## config.mk

```make
export PLATFORM = sky130hd
export DESIGN_NAME = hybrid_adder_seq_flat
export DESIGN_NICKNAME = d
export VERILOG_FILES = /design/src/rtl/hybrid_adder_seq_if.sv /design/src/rtl/hybrid_adder_seq.sv /design/src/flat_wrapper.sv
export SDC_FILE = /design/constraint.sdc
export NUM_CORES = 1
export LEC_CHECK = 0
export CORE_ASPECT_RATIO = 0.8
export CORE_UTILIZATION = 51
export DETAILED_ROUTE_END_ITERATION = 10
export GPL_TIMING_DRIVEN = 0
export HOLD_SLACK_MARGIN = 0.08
export PLACE_DENSITY = 0.8
export SETUP_SLACK_MARGIN = 0.5
export SYNTH_ARGS = -nofsm -noshare
export SYNTH_HDL_FRONTEND = slang
export SYNTH_SLANG_ARGS = --single-unit
```

## constraint.sdc

```tcl
create_clock -name clk -period 3 [get_ports clk]
set_input_delay 0.3 -clock clk [delete_from_list [all_inputs] [get_ports clk]]
set_output_delay 0.3 -clock clk [all_outputs]
set_load 0.05 [all_outputs]
```

## src/rtl/hybrid_adder_seq_if.sv

```systemverilog
// Handshake and operand/result bundle for the block-serial hybrid adder.
interface hybrid_adder_seq_if #(
  parameter int WIDTH = 16
);
  logic             start;
  logic             sub;
  logic [WIDTH-1:0] x;
  logic [WIDTH-1:0] y;
  logic             c_in;
  logic             busy;
  logic             done;
  logic [WIDTH-1:0] s;
  logic             c_out;
  logic             ovf;

  modport master (
    output start, sub, x, y, c_in,
    input  busy, done, s, c_out, ovf
  );

  modport slave (
    input  start, sub, x, y, c_in,
    output busy, done, s, c_out, ovf
  );
endinterface

```

## src/rtl/hybrid_adder_seq.sv

```systemverilog
// Block-serial add/subtract: one BLOCK-bit carry-lookahead slice per clock,
// with the inter-slice carry held in a register.

// One lookahead slice. Every carry is a flat generate/propagate sum of
// products over the slice, so no carry depends on a neighbouring carry gate.
module hybrid_cla_slice #(
  parameter int BLOCK = 4
) (
  input  logic [BLOCK-1:0] a,
  input  logic [BLOCK-1:0] b,
  input  logic             ci,
  output logic [BLOCK-1:0] sum,
  output logic             co,
  output logic             c_msb
);
  logic [BLOCK-1:0] g, p;
  logic [BLOCK:0]   c;
  logic             t, term;

  // Slice-level lookahead: c[i+1] = G[i:0] | P[i:0] & ci, expanded per bit.
  always_comb begin
    g    = a & b;
    p    = a ^ b;
    c    = '0;
    t    = 1'b0;
    term = 1'b0;
    c[0] = ci;
    for (int i = 0; i < BLOCK; i++) begin
      t = ci;
      for (int k = 0; k <= i; k++) t = t & p[k];
      for (int j = 0; j <= i; j++) begin
        term = g[j];
        for (int k = j + 1; k <= i; k++) term = term & p[k];
        t = t | term;
      end
      c[i+1] = t;
    end
  end

  assign sum   = p ^ c[BLOCK-1:0];
  assign co    = c[BLOCK];
  assign c_msb = c[BLOCK-1];
endmodule

module hybrid_adder_seq #(
  parameter int WIDTH = 16,
  parameter int BLOCK = 4
) (
  input logic               clk,
  input logic               rst_n,
  hybrid_adder_seq_if.slave bus
);
  localparam int NBLK = WIDTH / BLOCK;
  localparam int CW   = (NBLK > 1) ? $clog2(NBLK) : 1;

  generate
    if (WIDTH % BLOCK != 0) begin : g_bad_block
      $error("hybrid_adder_seq: BLOCK must divide WIDTH exactly");
    end
  endgenerate

  typedef enum logic {IDLE, RUN} state_t;

  state_t           state_q, state_d;
  logic [CW-1:0]    cnt_q;
  logic [WIDTH-1:0] a_q, b_q, s_q;
  logic             cy_q, c_out_q, ovf_q, done_q;
  logic             accept, last;

  logic [BLOCK-1:0] sl_a, sl_b, sl_sum;
  logic             sl_co, sl_cmsb;

  assign sl_a = a_q[int'(cnt_q)*BLOCK +: BLOCK];
  assign sl_b = b_q[int'(cnt_q)*BLOCK +: BLOCK];

  hybrid_cla_slice #(.BLOCK(BLOCK)) u_slice (
    .a    (sl_a),
    .b    (sl_b),
    .ci   (cy_q),
    .sum  (sl_sum),
    .co   (sl_co),
    .c_msb(sl_cmsb)
  );

  // State register.
  always_ff @(posedge clk or negedge rst_n) begin
    if (!rst_n) state_q <= IDLE;
    else        state_q <= state_d;
  end

  // Next state: accept start only when idle, return to idle on the last slice.
  always_comb begin
    state_d = state_q;
    accept  = 1'b0;
    last    = 1'b0;
    case (state_q)
      IDLE: if (bus.start) begin
        accept  = 1'b1;
        state_d = RUN;
      end
      RUN: if (cnt_q == CW'(NBLK - 1)) begin
        last    = 1'b1;
        state_d = IDLE;
      end
      default: state_d = IDLE;
    endcase
  end

  // Operand latch, slice write-back, carry register and result flags.
  always_ff @(posedge clk or negedge rst_n) begin
    if (!rst_n) begin
      a_q     <= '0;
      b_q     <= '0;
      s_q     <= '0;
      cy_q    <= 1'b0;
      cnt_q   <= '0;
      c_out_q <= 1'b0;
      ovf_q   <= 1'b0;
      done_q  <= 1'b0;
    end else begin
      done_q <= last;
      if (accept) begin
        a_q     <= bus.x;
        b_q     <= bus.sub ? ~bus.y : bus.y;
        cy_q    <= bus.sub ? 1'b1 : bus.c_in;
        s_q     <= '0;
        c_out_q <= 1'b0;
        ovf_q   <= 1'b0;
        cnt_q   <= '0;
      end else if (state_q == RUN) begin
        s_q[int'(cnt_q)*BLOCK +: BLOCK] <= sl_sum;
        cy_q  <= sl_co;
        cnt_q <= last ? '0 : cnt_q + 1'b1;
        if (last) begin
          c_out_q <= sl_co;
          ovf_q   <= sl_cmsb ^ sl_co;
        end
      end
    end
  end

  assign bus.busy  = (state_q == RUN);
  assign bus.done  = done_q;
  assign bus.s     = s_q;
  assign bus.c_out = c_out_q;
  assign bus.ovf   = ovf_q;
endmodule
```

## src/flat_wrapper.sv

```systemverilog
// flat-port wrapper written by rule: the top's interface ports become plain ports
module hybrid_adder_seq_flat 
#(
  parameter int WIDTH = 16,
  parameter int BLOCK = 4
)
  (clk, rst_n, bus_start, bus_sub, bus_x, bus_y, bus_c_in, bus_busy, bus_done, bus_s, bus_c_out, bus_ovf);
  hybrid_adder_seq_if #(.WIDTH(WIDTH)) bus_i ();
  input logic clk;
  input logic rst_n;
  input wire logic [$bits(bus_i.start)-1:0] bus_start;
  input wire logic [$bits(bus_i.sub)-1:0] bus_sub;
  input wire logic [$bits(bus_i.x)-1:0] bus_x;
  input wire logic [$bits(bus_i.y)-1:0] bus_y;
  input wire logic [$bits(bus_i.c_in)-1:0] bus_c_in;
  output wire logic [$bits(bus_i.busy)-1:0] bus_busy;
  output wire logic [$bits(bus_i.done)-1:0] bus_done;
  output wire logic [$bits(bus_i.s)-1:0] bus_s;
  output wire logic [$bits(bus_i.c_out)-1:0] bus_c_out;
  output wire logic [$bits(bus_i.ovf)-1:0] bus_ovf;
  assign bus_i.start = bus_start;
  assign bus_i.sub = bus_sub;
  assign bus_i.x = bus_x;
  assign bus_i.y = bus_y;
  assign bus_i.c_in = bus_c_in;
  assign bus_busy = bus_i.busy;
  assign bus_done = bus_i.done;
  assign bus_s = bus_i.s;
  assign bus_c_out = bus_i.c_out;
  assign bus_ovf = bus_i.ovf;
  hybrid_adder_seq #(.WIDTH(WIDTH), .BLOCK(BLOCK)) u_core (.clk(clk), .rst_n(rst_n), .bus(bus_i));
endmodule
```

## After elaboration in Yosys (flattened, before gate mapping)

Index checks and enable logic that the tools add are counted.

- Bits in writable memories: 0
- Bits in read-only memories: 0
- Latch bits: 0
- Bits in registers: 55
- Logic and storage cells: 67
- Memories kept: 0
- Bits of input ports: 37
- Output and inout port bits: 20

- Bitwise gates (word level): 26
- Reduce and logical (&&, ||, !) cells: 3
- Muxes and demuxes: 22
- $add $sub $neg: 2
- Multiply operators: 0
- Div/mod/pow operators: 0
- Shifts and indexed selects: 4
- $lt $le $gt $ge: 0
- Eq/ne operators: 1

Operators with widths:

| kind | number |
|---|---|
| 2-to-1 mux 16 bit | 3 |
| negation 4 -> 33 bit | 1 |
| variable shift 4 x 33 -> 16 bit, first input constant | 1 |
| variable part select 4 x 33 -> 16 bit | 1 |
| variable part select 16 x 5 -> 4 bit | 2 |
| bitwise mux 16 bit | 1 |
| inverter 16 bit | 1 |
| 2-to-1 mux 1 bit | 14 |
| AND 1 bit | 10 |
| bitwise OR 1 bit | 10 |
| XOR 4 bit | 2 |
| 2-to-1 mux 2 bit | 3 |
| AND 4 bit | 1 |
| nonzero test 2 bit | 2 |
| adder 2 x 1 -> 2 bit, second input constant | 1 |
| equality test 2 bit, second input constant | 1 |
| case mux 1 bit (2 select lines) | 1 |
| AND reduction 2 bit | 1 |
| inverter 1 bit | 1 |
| XOR 1 bit | 1 |

## Logic depth before layout (Yosys ltp)

Gate-level depths: netlist of run 1.

- Depth in word-level cells: 14
- Mapped depth: 7
- Gate-level depth less buffers: 6

## Cells and area by module

From an unflattened synthesis of run 1, not the netlist that was laid out.

- Cells, all modules: 196
- Area total of the unflattened synthesis: 2901.5 um2

Modules (own cells, without submodules):

| module | instances | cells an instance | seq. area each (um2) | area an instance (um2) |
|---|---|---|---|---|
| hybrid_adder_seq | 1 | 181 | 1376.3 | 2755.1 |
| hybrid_cla_slice | 1 | 15 | 0.0 | 146.4 |

## Least setup slack after synthesis of run 1

No wires, ideal clock.

- Path type: register to register
- Start point: register u_core.cnt_q[0]
- End point: register u_core.s_q[10], in the netlist u_core.bus.s[10]
- Setup slack: 0.472 ns
- Stages on the path, launching flop included: 8
- Buffers on the path: 1
- Data required time: 2.933 ns
- Arrival: 2.461 ns
- Clock period less this slack: 2.528 ns
- Setup time: 0.067 ns
- Cells stage by stage: dfrtp_1 > buf_2 > mux4_2 > ha_1 > ha_1 > o211a_1 > a211oi_1 > a22o_1

- Cells in the longest elaborated chain, start to end: 13
- Elaborated cells on any way between the ends: 23
- Those cells by class: add/sub: 1; shift: 4; mux: 3; bitwise: 15

Ends and longest elaborated chain:

| element | line | source |
|---|---|---|
| start: declaration | hybrid_adder_seq.sv:65 | `logic [CW-1:0] cnt_q;` |
| start signal: assignment | hybrid_adder_seq.sv:133 | `cnt_q <= last ? '0 : cnt_q + 1'b1;` |
| variable part select 16 x 5 -> 4 bit, on equally long branches | hybrid_adder_seq.sv:73, hybrid_adder_seq.sv:74 |  |
| XOR 4 bit | hybrid_adder_seq.sv:23 | `p = a ^ b;` |
| AND 1 bit (3 in a row) | hybrid_adder_seq.sv:30 | `for (int k = 0; k <= i; k++) t = t & p[k];` |
| bitwise OR 1 bit (3 in a row) | hybrid_adder_seq.sv:34 | `t = t \| term;` |
| XOR 4 bit | hybrid_adder_seq.sv:40 | `assign sum = p ^ c[BLOCK-1:0];` |
| variable part select 4 x 33 -> 16 bit | hybrid_adder_seq.sv:131 | `s_q[int'(cnt_q)*BLOCK +: BLOCK] <= sl_sum;` |
| bitwise mux 16 bit (*) | hybrid_adder_seq.sv:131 |  |
| 2-to-1 mux 16 bit (*) | hybrid_adder_seq.sv:130 | `end else if (state_q == RUN) begin` |
| 2-to-1 mux 16 bit (*) | hybrid_adder_seq.sv:122 | `if (accept) begin` |
| end signal: indexed assignment | hybrid_adder_seq.sv:131 |  |
| end: declaration | hybrid_adder_seq.sv:66 | `logic [WIDTH-1:0] a_q, b_q, s_q;` |

Every way passes the cells marked *; elsewhere a longest branch is shown, timed or not. The select of a mux whose other input is x is not followed.
A chain may end at the register's enable or synchronous reset.

## Worst setup path after layout of run 1

- Start point: register u_core.cnt_q[0]
- End point: register u_core.s_q[11], in the netlist u_core.bus.s[11]

The elaborated chain is that of the path after synthesis.

==> impl_summary.txt, run 1 <==
----------------------------------------------------
[Die]
  Starting Density ... 0.531
  Floorplan die height ... 66.6 um
  Die ar. ... 5510 um^2
  Die Span X ... 82.7 um
  I/O pin cnt ... 57
  Core footprint ... 5010 um^2
  Row count ... 23

[Yosys]
  Gate count after technology mapping ... 224
  EDFF count, synth ... 0
  Sequential area share after synthesis ... 0.517
  Mapped cell area ... 2660 um^2
  Most repeated cell in the gate-level netlist after synthesis ... dfrtp_1
  Number of distinct library cells after synthesis ... 37
  Area share of the largest cell type after synthesis ... 0.517
  Top post-synthesis cells by count ... dfrtp_1 (55), nand2_1 (24), o21ai_0 (22)
  Register bit count reported by yosys ... 55
  Leading area contributor after synthesis ... dfrtp_1
  Post-Synthesis Net Count ... 271
  Synthesized area divided by synthesized cell count ... 11.9 um^2
  Primary FF master, synth ... dfrtp_1
  Cell types with the largest area share after synthesis ... dfrtp_1 (52%), mux4_2 (6.8%), xnor2_1 (5.6%)
  Fraction of synthesis flops using an asynchronous set or reset pin ... 1.00
  Warning count from the yosys run ... 0

[STA]
  Highest Clock Rate ... 410 MHz
  Final setup violating endpoints ... 0
  Number of slew-limit violations in the final report ... 0
  Hold Violations, Final ... 0
  Minimum period implied by the final worst setup slack ... 2440 ps
  Post-route clock skew ... 9.32 ps
  Rel. slew slack ... 0.572
  Total negative slack for setup checks ... 0 ps
  Period Utilization, post-route ... 0.813
  Unrepaired setup endpoints after global routing ... false
  Transition at the pin with the smallest max-transition slack ... 642 ps

[Drt]
  Detailed Route WL ... 5.59 mm
  Initial detailed-routing violation count ... 111
  DRC errors left ... 0
  Post-route ant nets ... 0
  Wirelength per Cell ... 15.7 um
  DR vias ... 1,933
  Routed via count divided by cell count ... 5.43
  DR pass1 iterations ... 4

[Final layout]
  Final Net Count ... 340
  Diode count ... 0
  Ratio of cells with drive above 1 in the final layout ... 0.184
  Area growth syn-to-layout ... 34.5%
  Utilization after layout ... 0.715

[Worst setup path]
  CP Data Arrival Time ... 2660 ps
  Endpoint required time on the critical path ... 3220 ps
  Kind of critical path ... flip-flop to flip-flop
  Worst-path fanout max ... 6
  Category of the worst setup path launch point ... flip-flop
  Category of the worst setup path capture point ... flip-flop

[Global routing]
  Largest net degree at the start of global routing ... 29
  Met3 routing resource usage after global routing ... 0.0438
  Initial antenna violation count ... 0
  Met1 Track Usage GR ... 0.315
  Global-route wire length before repair ... 9.30 mm
  Met2 track utilization from global routing ... 0.385
  Global-route layer with the greatest usage ... met2
  Remaining global-route overflow ... 0
  Aggregate global-route resource usage ... 0.235
  Number of global-route vias before repair ... 1,913

[Clock network]
  Clock transition at path regs ... 100 ps
  Clock tree from TritonCTS ... built
  Clock Tree Root ... clkbuf_8
  CTS Buffer Depth ... 2
  Clock latency on the worst-skew pair ... 310 ps
  TritonCTS Buffers ... 5
  CTS HTree Levels ... 2
  # clock sinks ... 55

[Min path]
  Hold Crit Class ... primary input to flip-flop

[Power and ir drop]
  Highest ir drop seen on vdd ... 775 uV
  Power per cell area ... 1270 nW/um^2
  Final total power ... 4.54 mW
  Leakage power ... 1.54 nW

[Place]
  Detailed placement HPWL ... 4.00 mm
  PortBufs ... 55
  Global placer's final weighted congestion ... 0.809

[Job]
  Max-cap violation count ... 0

[Outcome]
  Result of the run ... finished clean

----------------------------------------------------
-- metrics by stage --
| step | std cells | setup WS [ps] | hold slack [ps] | area (um^2) |
|---|---|---|---|---|
| 4_1_cts | 354 | 493 | 444 | 3510 |
| 3_3_place_gp | 341 | 20.2 | 460 | 3300 |
| 2_1_floorplan | 224 | 508 | 4.41 | 2670 |
| 3_5_place_dp | 342 | 146 | 358 | 3310 |
| 6_report | 356 | 561 | 438 | 3580 |
| 5_1_grt | 356 | 500 | 459 | 3580 |
-- path summary, 6_finish.rpt --
path | start | endpoint | slack [ps] | cells past startpoint
min in group asynchronous | rst_n | u_core.bus.s[9] | 540 | 2
max | u_core.cnt_q[0] | u_core.bus.s[11] | 560 | 7
max reg2reg | u_core.cnt_q[0] | u_core.bus.s[11] | 560 | 7
min | bus_sub | u_core.b_q[3] | 440 | 3
max in group asynchronous | rst_n | u_core.b_q[14] | 1880 | 3
min reg2reg | u_core.b_q[6] | u_core.b_q[6] | 490 | 2
-- sequential cells by signal, summed over array words and instances (netlist names) --
name / cells
u_core.bus.s: 16
u_core.a_q: 16
u_core.bus.c_out: 1
u_core.cnt_q: 2
u_core.b_q: 16
u_core.cy_q: 1
u_core.bus.ovf: 1
u_core.bus.done: 1
u_core.bus.busy: 1
-- critical path: stages (launching register included) --
cell	delay (ps)
dfrtp_1	410
buf_8	140
mux4_2	530
ha_1	320
ha_2	180
o211a_4	270
o21a_4	260
o31ai_2	240
-- cell usage in the layout (no fill, tap or decap), types with 2 or more instances in the layout --
cell             instances
or3_1                    3
nand2b_1                 3
clkbuf_8                 5
mux2i_1                  3
nor2_1                   6
o21ai_1                  3
inv_1                    7
a22o_1                   6
mux4_2                   8
a32o_1                   3
xnor2_1                 17
clkbuf_1                 2
nand3_1                  6
mux2_1                   4
o21ai_0                 22
a21oi_1                  2
buf_2                    6
dfrtp_1                 55
ha_1                     8
mux2_2                  12
bufinv_16                2
nor3_1                   2
buf_4                    6
clkdlybuf4s50_1         54
nand2_1                 24
o31ai_2                  3
-- cell families (layout without fill, tap and decap cells) --
logic type / Yosys count / in the layout / synth area share
XOR/XNOR: 17 / 17 / 0.0560
AND/OR/NAND/NOR: 51 / 51 / 0.0889
buffers and inverters: 18 / 88 / 0.0296
multiplexers: 27 / 27 / 0.147
adder cells (fa/ha/maj): 10 / 10 / 0.0499
AO/OA/AOI/OAI: 46 / 46 / 0.111
flip-flops: 55 / 55 / 0.517
-- metal layers --
metal  share of wire  up-vias  wire length, um
li1                -      929                -
met1            0.47      955             2620
met2            0.49       44             2730
met3           0.035        5              197
met4          0.0088        0               49
met5               0        -                0
-- final cells by class --
class	count	area [um^2]
buffer	11	66.3
clock buffer	5	68.8
clock inverter	3	67.6
fill	366	1430
inverter	7	26.3
multi-input combinational	151	1280
sequential	55	1380
tap	62	77.6
timing repair buffer	62	613
-- power breakdown --
| part | internal, mW | total (mW) | switching (mW) |
|---|---|---|---|
| Sequential | 1.07 | 1.24 | 0.171 |
| Combinational | 1.19 | 2.71 | 1.52 |
| Clock | 0.333 | 0.584 | 0.251 |
| Total | 2.59 | 4.54 | 1.95 |
-- what timing repair did --
item                       CTS  global route
gates resized for setup      8             9
buffers inserted             3             2
cloned                       0             0
pin swaps                    0             3
setup endpoints to repair   11             8
hold endpoints to repair    27             0
hold buffers                 1             0
No activity file was read; power rests on OpenSTA's default activity.
==> run 2, diff against run 1 <==
- CORE_UTILIZATION: 51 -> 46
- PLACE_DENSITY: 0.8 -> 0.76
- clock period: 3 -> 2 ns (I/O delays scaled with it)
==> impl_summary.txt, run 2 (synthesized netlist as in run 1, its figures left out) <==
----------------------------------------------------
[STA]
  Highest Clock Rate ... 425 MHz
  Post-Route Hold Slack ... 322 ps
  Setup slack of the critical path after layout ... -355 ps
  Period Utilization, post-route ... 1.18
  Unrepaired setup endpoints after global routing ... true
  Post-route clock skew ... 10.4 ps
  Rel. slew slack ... 0.654
  Transition at the pin with the smallest max-transition slack ... 519 ps
  Final setup violating endpoints ... 19
  Minimum period implied by the final worst setup slack ... 2350 ps
  Hold Violations, Final ... 0
  Number of slew-limit violations in the final report ... 0

[Worst setup path]
  Buffers & Inverters on Critical Path ... 1
  Cell at the slowest stage of the critical path ... mux4_2
  Critical Path Most Common Cell ... ha_4
  Kind of critical path ... flip-flop to flip-flop
  Category of the worst setup path launch point ... flip-flop
  Logic depth of the worst setup path including buffers ... 7
  Worst-path fanout max ... 6
  FF-to-FF path depth ... 7
  CP max stage delay ... 570 ps
  Cell-by-cell trace of the critical path ... buf_8 > mux4_2 > ha_4 > ha_4 > o211a_4 > a211oi_4 > a22o_1
  Setup slack of the most critical reg-to-reg path ... -350 ps
  CP top delay family ... compound AO/OA/AOI/OAI gates
  Category of the worst setup path capture point ... flip-flop
  CP Launch Point ... u_core.cnt_q[0]
  CP Data Arrival Time ... 2610 ps
  Endpoint required time on the critical path ... 2260 ps
  Worst flop-to-flop path endpoint ... u_core.bus.s[10]
  Reg2Reg Launch Point ... u_core.cnt_q[0]
  Worst setup path endpoint ... u_core.bus.s[10]

[Final layout]
  Final Instance Area ... 3700 um^2
  Area growth syn-to-layout ... 39.1%
  Most used cells in the layout excluding fill and tap cells ... dfrtp_1 (53), clkdlybuf4s50_1 (33), nand2_1 (24), dlygate4sd2_1 (20), o21ai_0 (18)
  Most common cell after layout, fill and taps aside ... dfrtp_1
  Filler cell count in the final layout ... 431
  Ratio of cells with drive above 1 in the final layout ... 0.242
  Diode count ... 0
  Final Net Count ... 344

[Clock network]
  CTS Buffer Depth ... 2
  Clock tree from TritonCTS ... built
  Clock latency on the worst-skew pair ... 320 ps
  # clock sinks ... 55
  CTS HTree Levels ... 2
  Clock Tree Root ... clkbuf_8
  TritonCTS Buffers ... 5
  Clock transition at path regs ... 100 ps

[Global routing]
  Remaining global-route overflow ... 0
  Met3 routing resource usage after global routing ... 0.0378
  Largest net degree at the start of global routing ... 35
  Global-route wire length before repair ... 10.1 mm
  Global-route layer with the greatest usage ... met2
  Met1 Track Usage GR ... 0.287
  Met2 track utilization from global routing ... 0.360
  Number of global-route vias before repair ... 2,058
  Initial antenna violation count ... 0
  Aggregate global-route resource usage ... 0.217

[Drt]
  DRC errors left ... 0
  Post-route ant nets ... 0
  Routed via count divided by cell count ... 5.27
  DR pass1 iterations ... 4
  Wirelength per Cell ... 15.8 um
  DR vias ... 1,980
  Initial detailed-routing violation count ... 85
  Detailed Route WL ... 5.96 mm

[Die]
  Row count ... 24
  Core footprint ... 5530 um^2
  Die Span X ... 87.0 um
  Floorplan die height ... 70.0 um
  Starting Density ... 0.481
  Die ar. ... 6090 um^2
  I/O pin cnt ... 57

[Outcome]
  Violations in the final reports ... setup timing
  Result of the run ... complete, but fails checks

[Power and ir drop]
  Power per cell area ... 1940 nW/um^2
  Final total power ... 7.19 mW
  Leakage power ... 1.67 nW
  Highest ir drop seen on vdd ... 938 uV

[Place]
  Post-place setup slack ... -533 ps
  Instance area after placement ... 3400 um^2
  Global placer's final weighted congestion ... 0.847
  Detailed placement HPWL ... 4.15 mm
  PortBufs ... 55

[Job]
  Max-cap violation count ... 0

[Min path]
  Hold Crit Class ... primary input to flip-flop

----------------------------------------------------
==> run 2: cell count changes in the layout (fill, tap and decap cells not counted), moves of 3 or more <==
cell,previous run,this run
ha_1,8,5
ha_4,0,4
clkdlybuf4s50_1,54,33
dlygate4sd2_1,0,20
buf_6,0,3
o21ai_0,22,18
==> run 2: area by class of cell <==
cell class | instances | area (um^2) | share of cell area
clock buffer | 8 | 100 | 0.0270
buffer | 11 | 78.8 | 0.0213
inverter | 7 | 26.3 | 0.00710
timing repair buffer | 66 | 653 | 0.176
sequential | 55 | 1380 | 0.373
tap | 78 | 97.6 | 0.0264
multi-input combinational | 151 | 1370 | 0.369
==> run 2: worst register-to-register path: cells and delay by family (launching register included) <==
| kind | cells | cell delay, ps |
|---|---|---|
| fa+ha+maj | 2 | 400 |
| compound gates | 3 | 760 |
| flops | 1 | 420 |
| buf+inv | 1 | 150 |
| mux | 1 | 580 |
==> run 2: per-layer routing <==
| metal | vias to the layer above | share of wire |
|---|---|---|
| met5 | - | 0 |
| met4 | 0 | 0.018 |
| met3 | 10 | 0.040 |
| li1 | 939 | - |
| met2 | 60 | 0.50 |
| met1 | 971 | 0.44 |
==> run 2: where the power goes <==
part           switching (mW)  total (mW)  internal, mW
clock                   0.362       0.679         0.317
sequential              0.264        1.87          1.61
combinational            2.55        4.64          2.10
total                    3.17        7.19          4.02
==> run 2: repair_timing <==
action / 4_1_cts / 5_1_grt
hold buffers: 1 / 0
buffers inserted: 7 / 1
resized for setup: 36 / 16
hold endpoints to repair: 21 / 0
cloned: 1 / 0
endpoints found under the setup margin: 44 / 44
pin swaps: 5 / 2
==> run 2: worst min path at each step <==
stage	cells past startpoint	end	from
finish	3	u_core.b_q[1]	bus_sub
global route	3	u_core.b_q[5]	bus_sub
CTS	3	u_core.b_q[1]	bus_sub
detailed placement	1	u_core.bus.done	rst_n
global placement	2	u_core.b_q[9]	u_core.b_q[9]
floorplan	0	u_core.a_q[0]	rst_n
==> run 2: stage by stage <==
| stage | TNS, ps | instances | util |
|---|---|---|---|
| after floorplan | -2360 | 224 | - |
| after global placement | -55810 | 357 | 0.613 |
| after detailed placement | -5570 | 358 | 0.615 |
| after CTS | -5500 | 375 | 0.659 |
| after global routing | -6630 | 376 | 0.670 |
| final | -5480 | 376 | 0.670 |
